===== src/rtl/mu0_pkg.sv =====
// Shared definitions for the MU0 controller and datapath: FSM states,
// opcode values and ALU mode encodings.
package mu0_pkg;

    typedef enum logic [1:0] {
        ST_IDLE    = 2'd0,
        ST_FETCH   = 2'd1,
        ST_EXECUTE = 2'd2,
        ST_HALT    = 2'd3
    } state_t;

    localparam logic [3:0] OP_LDA = 4'h0;
    localparam logic [3:0] OP_STO = 4'h1;
    localparam logic [3:0] OP_ADD = 4'h2;
    localparam logic [3:0] OP_SUB = 4'h3;
    localparam logic [3:0] OP_JMP = 4'h4;
    localparam logic [3:0] OP_JGE = 4'h5;
    localparam logic [3:0] OP_JNE = 4'h6;
    localparam logic [3:0] OP_STP = 4'h7;

    localparam logic [1:0] M_Y   = 2'b00;
    localparam logic [1:0] M_ADD = 2'b01;
    localparam logic [1:0] M_INC = 2'b10;
    localparam logic [1:0] M_SUB = 2'b11;

    // STP and every opcode from 8 upwards end execution.
    function automatic logic is_stop_op(input logic [3:0] f);
        return f[3] || (f == OP_STP);
    endfunction

endpackage


===== src/rtl/mu0_decode.sv =====
// Combinational control decode: turns the current state, opcode, flags and
// memory handshake into every datapath select, enable and memory strobe.
module mu0_decode
    import mu0_pkg::*;
(
    input  state_t     state,
    input  logic [3:0] F,
    input  logic       N,
    input  logic       Z,
    input  logic       Mem_Ready,
    output logic       X_sel,
    output logic       Y_sel,
    output logic       Addr_sel,
    output logic       PC_En,
    output logic       IR_En,
    output logic       Acc_En,
    output logic [1:0] M,
    output logic       Rd,
    output logic       Wr,
    output logic       exec_done
);

    // Selects and strobes depend only on state/opcode so they hold steady
    // through wait states; enables follow Mem_Ready so they fire once.
    always_comb begin
        X_sel     = 1'b0;
        Y_sel     = 1'b0;
        Addr_sel  = 1'b0;
        PC_En     = 1'b0;
        IR_En     = 1'b0;
        Acc_En    = 1'b0;
        M         = M_Y;
        Rd        = 1'b0;
        Wr        = 1'b0;
        exec_done = 1'b0;
        case (state)
            ST_FETCH: begin
                Rd    = 1'b1;
                X_sel = 1'b1;
                M     = M_INC;
                IR_En = Mem_Ready;
                PC_En = Mem_Ready;
            end
            ST_EXECUTE: begin
                case (F)
                    OP_LDA: begin
                        Addr_sel  = 1'b1;
                        Rd        = 1'b1;
                        Acc_En    = Mem_Ready;
                        exec_done = Mem_Ready;
                    end
                    OP_STO: begin
                        Addr_sel  = 1'b1;
                        Wr        = 1'b1;
                        exec_done = Mem_Ready;
                    end
                    OP_ADD: begin
                        Addr_sel  = 1'b1;
                        Rd        = 1'b1;
                        M         = M_ADD;
                        Acc_En    = Mem_Ready;
                        exec_done = Mem_Ready;
                    end
                    OP_SUB: begin
                        Addr_sel  = 1'b1;
                        Rd        = 1'b1;
                        M         = M_SUB;
                        Acc_En    = Mem_Ready;
                        exec_done = Mem_Ready;
                    end
                    OP_JMP: begin
                        Y_sel     = 1'b1;
                        PC_En     = 1'b1;
                        exec_done = 1'b1;
                    end
                    OP_JGE: begin
                        Y_sel     = 1'b1;
                        PC_En     = !N;
                        exec_done = 1'b1;
                    end
                    OP_JNE: begin
                        Y_sel     = 1'b1;
                        PC_En     = !Z;
                        exec_done = 1'b1;
                    end
                    default: begin
                        // STP and illegal opcodes: no datapath activity.
                        exec_done = 1'b1;
                    end
                endcase
            end
            default: ;
        endcase
    end

endmodule


===== src/rtl/mu0_control.sv =====
// MU0 sequencing controller: fetch/execute FSM with run/step control,
// halt/illegal status and a retired-instruction counter.
//
//   state      | meaning
//   -----------+-------------------------------------------------------
//   ST_IDLE    | stopped; waits for Run or Step to start a fetch
//   ST_FETCH   | reading instruction at PC into IR, PC <= PC+1
//   ST_EXECUTE | carrying out the opcode in IR; retires it on completion
//   ST_HALT    | stopped by STP or an illegal opcode; left only by Reset
module mu0_control
    import mu0_pkg::*;
(
    input  logic        Clk,
    input  logic        Reset,
    input  logic [3:0]  F,
    input  logic        N,
    input  logic        Z,
    input  logic        Mem_Ready,
    input  logic        Run,
    input  logic        Step,
    output logic        X_sel,
    output logic        Y_sel,
    output logic        Addr_sel,
    output logic        PC_En,
    output logic        IR_En,
    output logic        Acc_En,
    output logic [1:0]  M,
    output logic        Rd,
    output logic        Wr,
    output logic        Halted,
    output logic        Illegal,
    output logic [15:0] Instr_count
);

    state_t state;
    state_t state_nxt;
    logic   exec_done;

    mu0_decode u_decode (
        .state     (state),
        .F         (F),
        .N         (N),
        .Z         (Z),
        .Mem_Ready (Mem_Ready),
        .X_sel     (X_sel),
        .Y_sel     (Y_sel),
        .Addr_sel  (Addr_sel),
        .PC_En     (PC_En),
        .IR_En     (IR_En),
        .Acc_En    (Acc_En),
        .M         (M),
        .Rd        (Rd),
        .Wr        (Wr),
        .exec_done (exec_done)
    );

    // State register; reset abandons any access in flight.
    always_ff @(posedge Clk) begin
        if (Reset) state <= ST_IDLE;
        else       state <= state_nxt;
    end

    // Next-state logic. Run is looked at again after every instruction, so
    // dropping it lets the current instruction finish before idling.
    always_comb begin
        state_nxt = state;
        case (state)
            ST_IDLE:    if (Run || Step) state_nxt = ST_FETCH;
            ST_FETCH:   if (Mem_Ready) state_nxt = ST_EXECUTE;
            ST_EXECUTE: begin
                if (exec_done) begin
                    if (is_stop_op(F)) state_nxt = ST_HALT;
                    else if (Run)      state_nxt = ST_FETCH;
                    else               state_nxt = ST_IDLE;
                end
            end
            ST_HALT:    state_nxt = ST_HALT;
            default:    state_nxt = ST_IDLE;
        endcase
    end

    // Status flags and retired count; stopping opcodes retire too.
    always_ff @(posedge Clk) begin
        if (Reset) begin
            Halted      <= 1'b0;
            Illegal     <= 1'b0;
            Instr_count <= 16'h0000;
        end else if (state == ST_EXECUTE && exec_done) begin
            Instr_count <= Instr_count + 16'h0001;
            if (is_stop_op(F)) Halted  <= 1'b1;
            if (F[3])          Illegal <= 1'b1;
        end
    end

endmodule


===== config.mk =====
export PLATFORM = sky130hd
export DESIGN_NAME = mu0_control
export DESIGN_NICKNAME = d
export VERILOG_FILES = /design/src/rtl/mu0_pkg.sv /design/src/rtl/mu0_decode.sv /design/src/rtl/mu0_control.sv
export SDC_FILE = /design/constraint.sdc
export NUM_CORES = 1
export LEC_CHECK = 0
export ABC_CLOCK_PERIOD_IN_PS = 3850
export BUFFER_PORTS_ARGS = -buffer_cell sky130_fd_sc_hd__buf_2
export CAP_MARGIN = 20
export CELL_PAD_IN_SITES_DETAIL_PLACEMENT = 0
export CELL_PAD_IN_SITES_GLOBAL_PLACEMENT = 1
export CORE_UTILIZATION = 32
export CTS_CLUSTER_SIZE = 12
export DETAILED_ROUTE_END_ITERATION = 8
export PLACE_DENSITY = 0.75
export SLEW_MARGIN = 25
export SYNTH_ARGS = -nofsm -noshare
export SYNTH_HDL_FRONTEND = slang
export SYNTH_SLANG_ARGS = --single-unit

===== constraint.sdc =====
create_clock -name Clk -period 3.85 [get_ports Clk]
set_input_delay 0 -clock Clk [delete_from_list [all_inputs] [get_ports Clk]]
set_output_delay 0 -clock Clk [all_outputs]
set_load 0.02 [all_outputs]

==> results.cfg <==
[logic_synthesis]
ys_ff_latch = 20
synthFlopType = dfxtp_1
synth_area_leaders = dfxtp_1 37%, ha_1 6.9%, a21oi_1 6.0%
seq_area_frac_synth = 0.370
syn_nets = 146
netlist_area_mm2 = 0.00108
avgSynthCellArea_um2 = 8.39
synth_common_cells = 20 x dfxtp_1, 13 x a21oi_1, 11 x nor2_1
synth_top_cell_area_share = 0.370
synth-edff-count = 0
synthMostInstantiatedCell = dfxtp_1
synth_top_area_cell = dfxtp_1
synth_cells = 129
async_flop_share = 0
synth_warnings = 0
yosys.cell_types.count = 35

[timing]
tightest_slew_ns = 0.841
rsz0062_at_grt = false
fin_skew_ns = 0.00714
finalCritPeriodShare = 0.577
finalHoldViolCount = 0
period_needed_ns = 2.22
max_freq_mhz = 450
slew_violations = 0
holdWs_ns = 0.0342
setup_tns_ns = 0
relSlewSlack = 0.434
setup-violations-final = 0

[detailed_routing]
route.vias.total = 1073
drtPass1Iterations = 4
postRouteWirelength_um = 2550
drtAntennaViolNets = 0
drt_iter0_markers = 54
drc_errors = 0
avgRoutedWirePerCell_um = 12.1
vias_per_cell = 5.11

[die]
core_mm2 = 0.00313
ios = 39
dieArea_mm2 = 0.00362
num_rows = 20
die_w_um = 60.2
initial_core_util = 0.346
die_h_um = 60.2

[layout]
drive_gt1_frac = 0.271
num-fill-cells = 333
nNetsFinal = 185
n_antenna_cell = 0
area_delta_synth_final_pct = 22.9
post-route-cell-area_mm2 = 0.00133

[place]
place_hpwl_um = 2000
postPlaceCellArea_mm2 = 0.00131
io_buffers = 38
routabilityCongestion = 0.764

[global_routing]
grt_max_degree = 22
grt.total_usage = 0.152
antenna_found_initial = 0
grt_pass1_wl_um = 4170
grt_pass1_vias = 990
grt_overflow = 0

[setup_path]
rr_startpoint = state[0]$_SDFFE_PP0P_
worst_setup_path_start_kind = flop
arrival_ns = 2.22
crit_slowest_cell = nor3b_1
rrSetupSlack_ns = 1.77
reg2reg_depth = 6
required_ns = 3.85
worstSetupPathType = flop to output pin
cpPeakStageDelay_ns = 0.51
cp.buffers_inverters = 2
crit_path_end_kind = output pin
r2r-end = Instr_count[15]$_SDFFE_PP0P_
path_max_fanout = 8
crit_chain = inv_1 -> ha_1 -> nor3b_1 -> a21boi_0 -> and2_1 -> buf_2
critPathTopFamily = simple AND/OR/NAND/NOR gates

[power_and_ir_drop]
p_leak_nw = 0.563
vdd_drop_max_mv = 0.187
p_per_area_mw_per_mm2 = 373

[cts]
cts_sinks = 20
clockBufferDepth = 2
tritoncts = built
cts-buffers-inserted = 3
cts_resized = 0
cts_hold_buffers = 0
clk_pin_slew_ns = 0.10
post_cts_buffers = 0
htree_levels = 1
root_buffer = clkbuf_4
insertion_delay_ns = 0.30

[min_path]
hp-start = F[3]
hold_class = input port to flop
holdPathStages = 3
whs_endpoint = Illegal$_SDFFE_PP0P_

[status]
status = finished, final reports clean

[run]
drv_cap = 0
==> cells by family (layout without fill, tap and decap cells) <==
kind of cell	after synthesis	count (layout)	synth area share
xor gates and xnor gates	7	7	0.0566
adders and majority gates	6	6	0.0694
AOI/OAI and AO/OA	32	32	0.180
muxes	1	1	0.00925
buffers and inverters	11	48	0.0428
DFF	20	20	0.370
and+or+nand+nor	52	52	0.272
==> sequential cells by signal, indices dropped and copies added, names as in the netlist <==
signal / cells
Halted: 1
Illegal: 1
Instr_count: 16
state: 2
==> routing by layer <==
metal,track usage,wire length [um],up-vias
met1,0.185,1160,499
met2,0.262,1240,24
li1,-,-,546
met4,0.0365,24,0
met5,0,0,-
met3,0.0411,123,4
==> power breakdown <==
| part | internal (W) | switching [W] |
|---|---|---|
| Sequential | 0.000219 | 0.0000117 |
| Clock | 0.0000364 | 0.0000603 |
| Combinational | 0.0000652 | 0.000104 |
| Total | 0.000321 | 0.000176 |
==> stage by stage <==
step | std cells | total power, W | utilization | setup slack [ns]
finish | 210 | 0.000497 | 0.425 | 1.63
floorplan | 129 | 0.000356 | - | 1.70
global placement | 207 | 0.000403 | 0.418 | 1.85
CTS | 210 | 0.000503 | 0.425 | 1.61
detailed placement | 207 | 0.000404 | 0.418 | 1.78
global route | 210 | 0.000528 | 0.425 | 1.43
==> worst max path at each step <==
stage	from	endpoint	depth (start not counted)
2_1_floorplan	state[0]$_SDFFE_PP0P_	state[1]$_SDFFE_PP0P_	7
3_3_place_gp	state[0]$_SDFFE_PP0P_	Instr_count[13]$_SDFFE_PP0P_	6
3_5_place_dp	state[0]$_SDFFE_PP0P_	Instr_count[13]$_SDFFE_PP0P_	6
4_1_cts	state[0]$_SDFFE_PP0P_	Acc_En	6
5_1_grt	state[0]$_SDFFE_PP0P_	Acc_En	6
6_report	state[0]$_SDFFE_PP0P_	Acc_En	6
==> worst min-delay path: stages <==
cell	delay (ns)
buf_2	0.14
a21oi_1	0.08
nor2_1	0.08
==> layout by cell type (no fill, tap or decap) <==
cell type | Yosys | routed
xnor2_1 | 6 | 6
a311o_1 | 1 | 1
mux2i_1 | 1 | 1
o21a_1 | 1 | 1
xor2_1 | 1 | 1
or3b_2 | 1 | 1
nor3_2 | 1 | 1
and3_1 | 3 | 3
buf_2 | 1 | 38
o21ai_0 | 6 | 6
or3_1 | 7 | 7
nor2_1 | 11 | 11
nor2b_1 | 2 | 2
ha_1 | 6 | 6
dfxtp_1 | 20 | 20
nand2_1 | 7 | 7
clkbuf_4 | 0 | 3
a211oi_1 | 1 | 1
nand3_1 | 4 | 4
a21boi_0 | 1 | 1
nand3_2 | 1 | 1
or4_1 | 3 | 3
o21bai_1 | 1 | 1
a31oi_1 | 2 | 2
nor3b_1 | 2 | 2
and2_1 | 2 | 2
and4_1 | 1 | 1
inv_1 | 7 | 7
o41ai_1 | 1 | 1
nor4_1 | 4 | 4
a31o_2 | 1 | 1
a21oi_1 | 13 | 13
nand4_1 | 3 | 3
o31ai_1 | 4 | 4
==> area by class of cell <==
class                   instances  area [um2]  area share
repair buffers                 38         190       0.143
flip-flops and latches         20         400       0.301
well taps                      44        55.1      0.0414
clock buffers                   3        22.5      0.0169
inverters                       7        26.3      0.0198
multi-input cells              98         636       0.478
No activity file was read; power rests on OpenSTA's default activity.
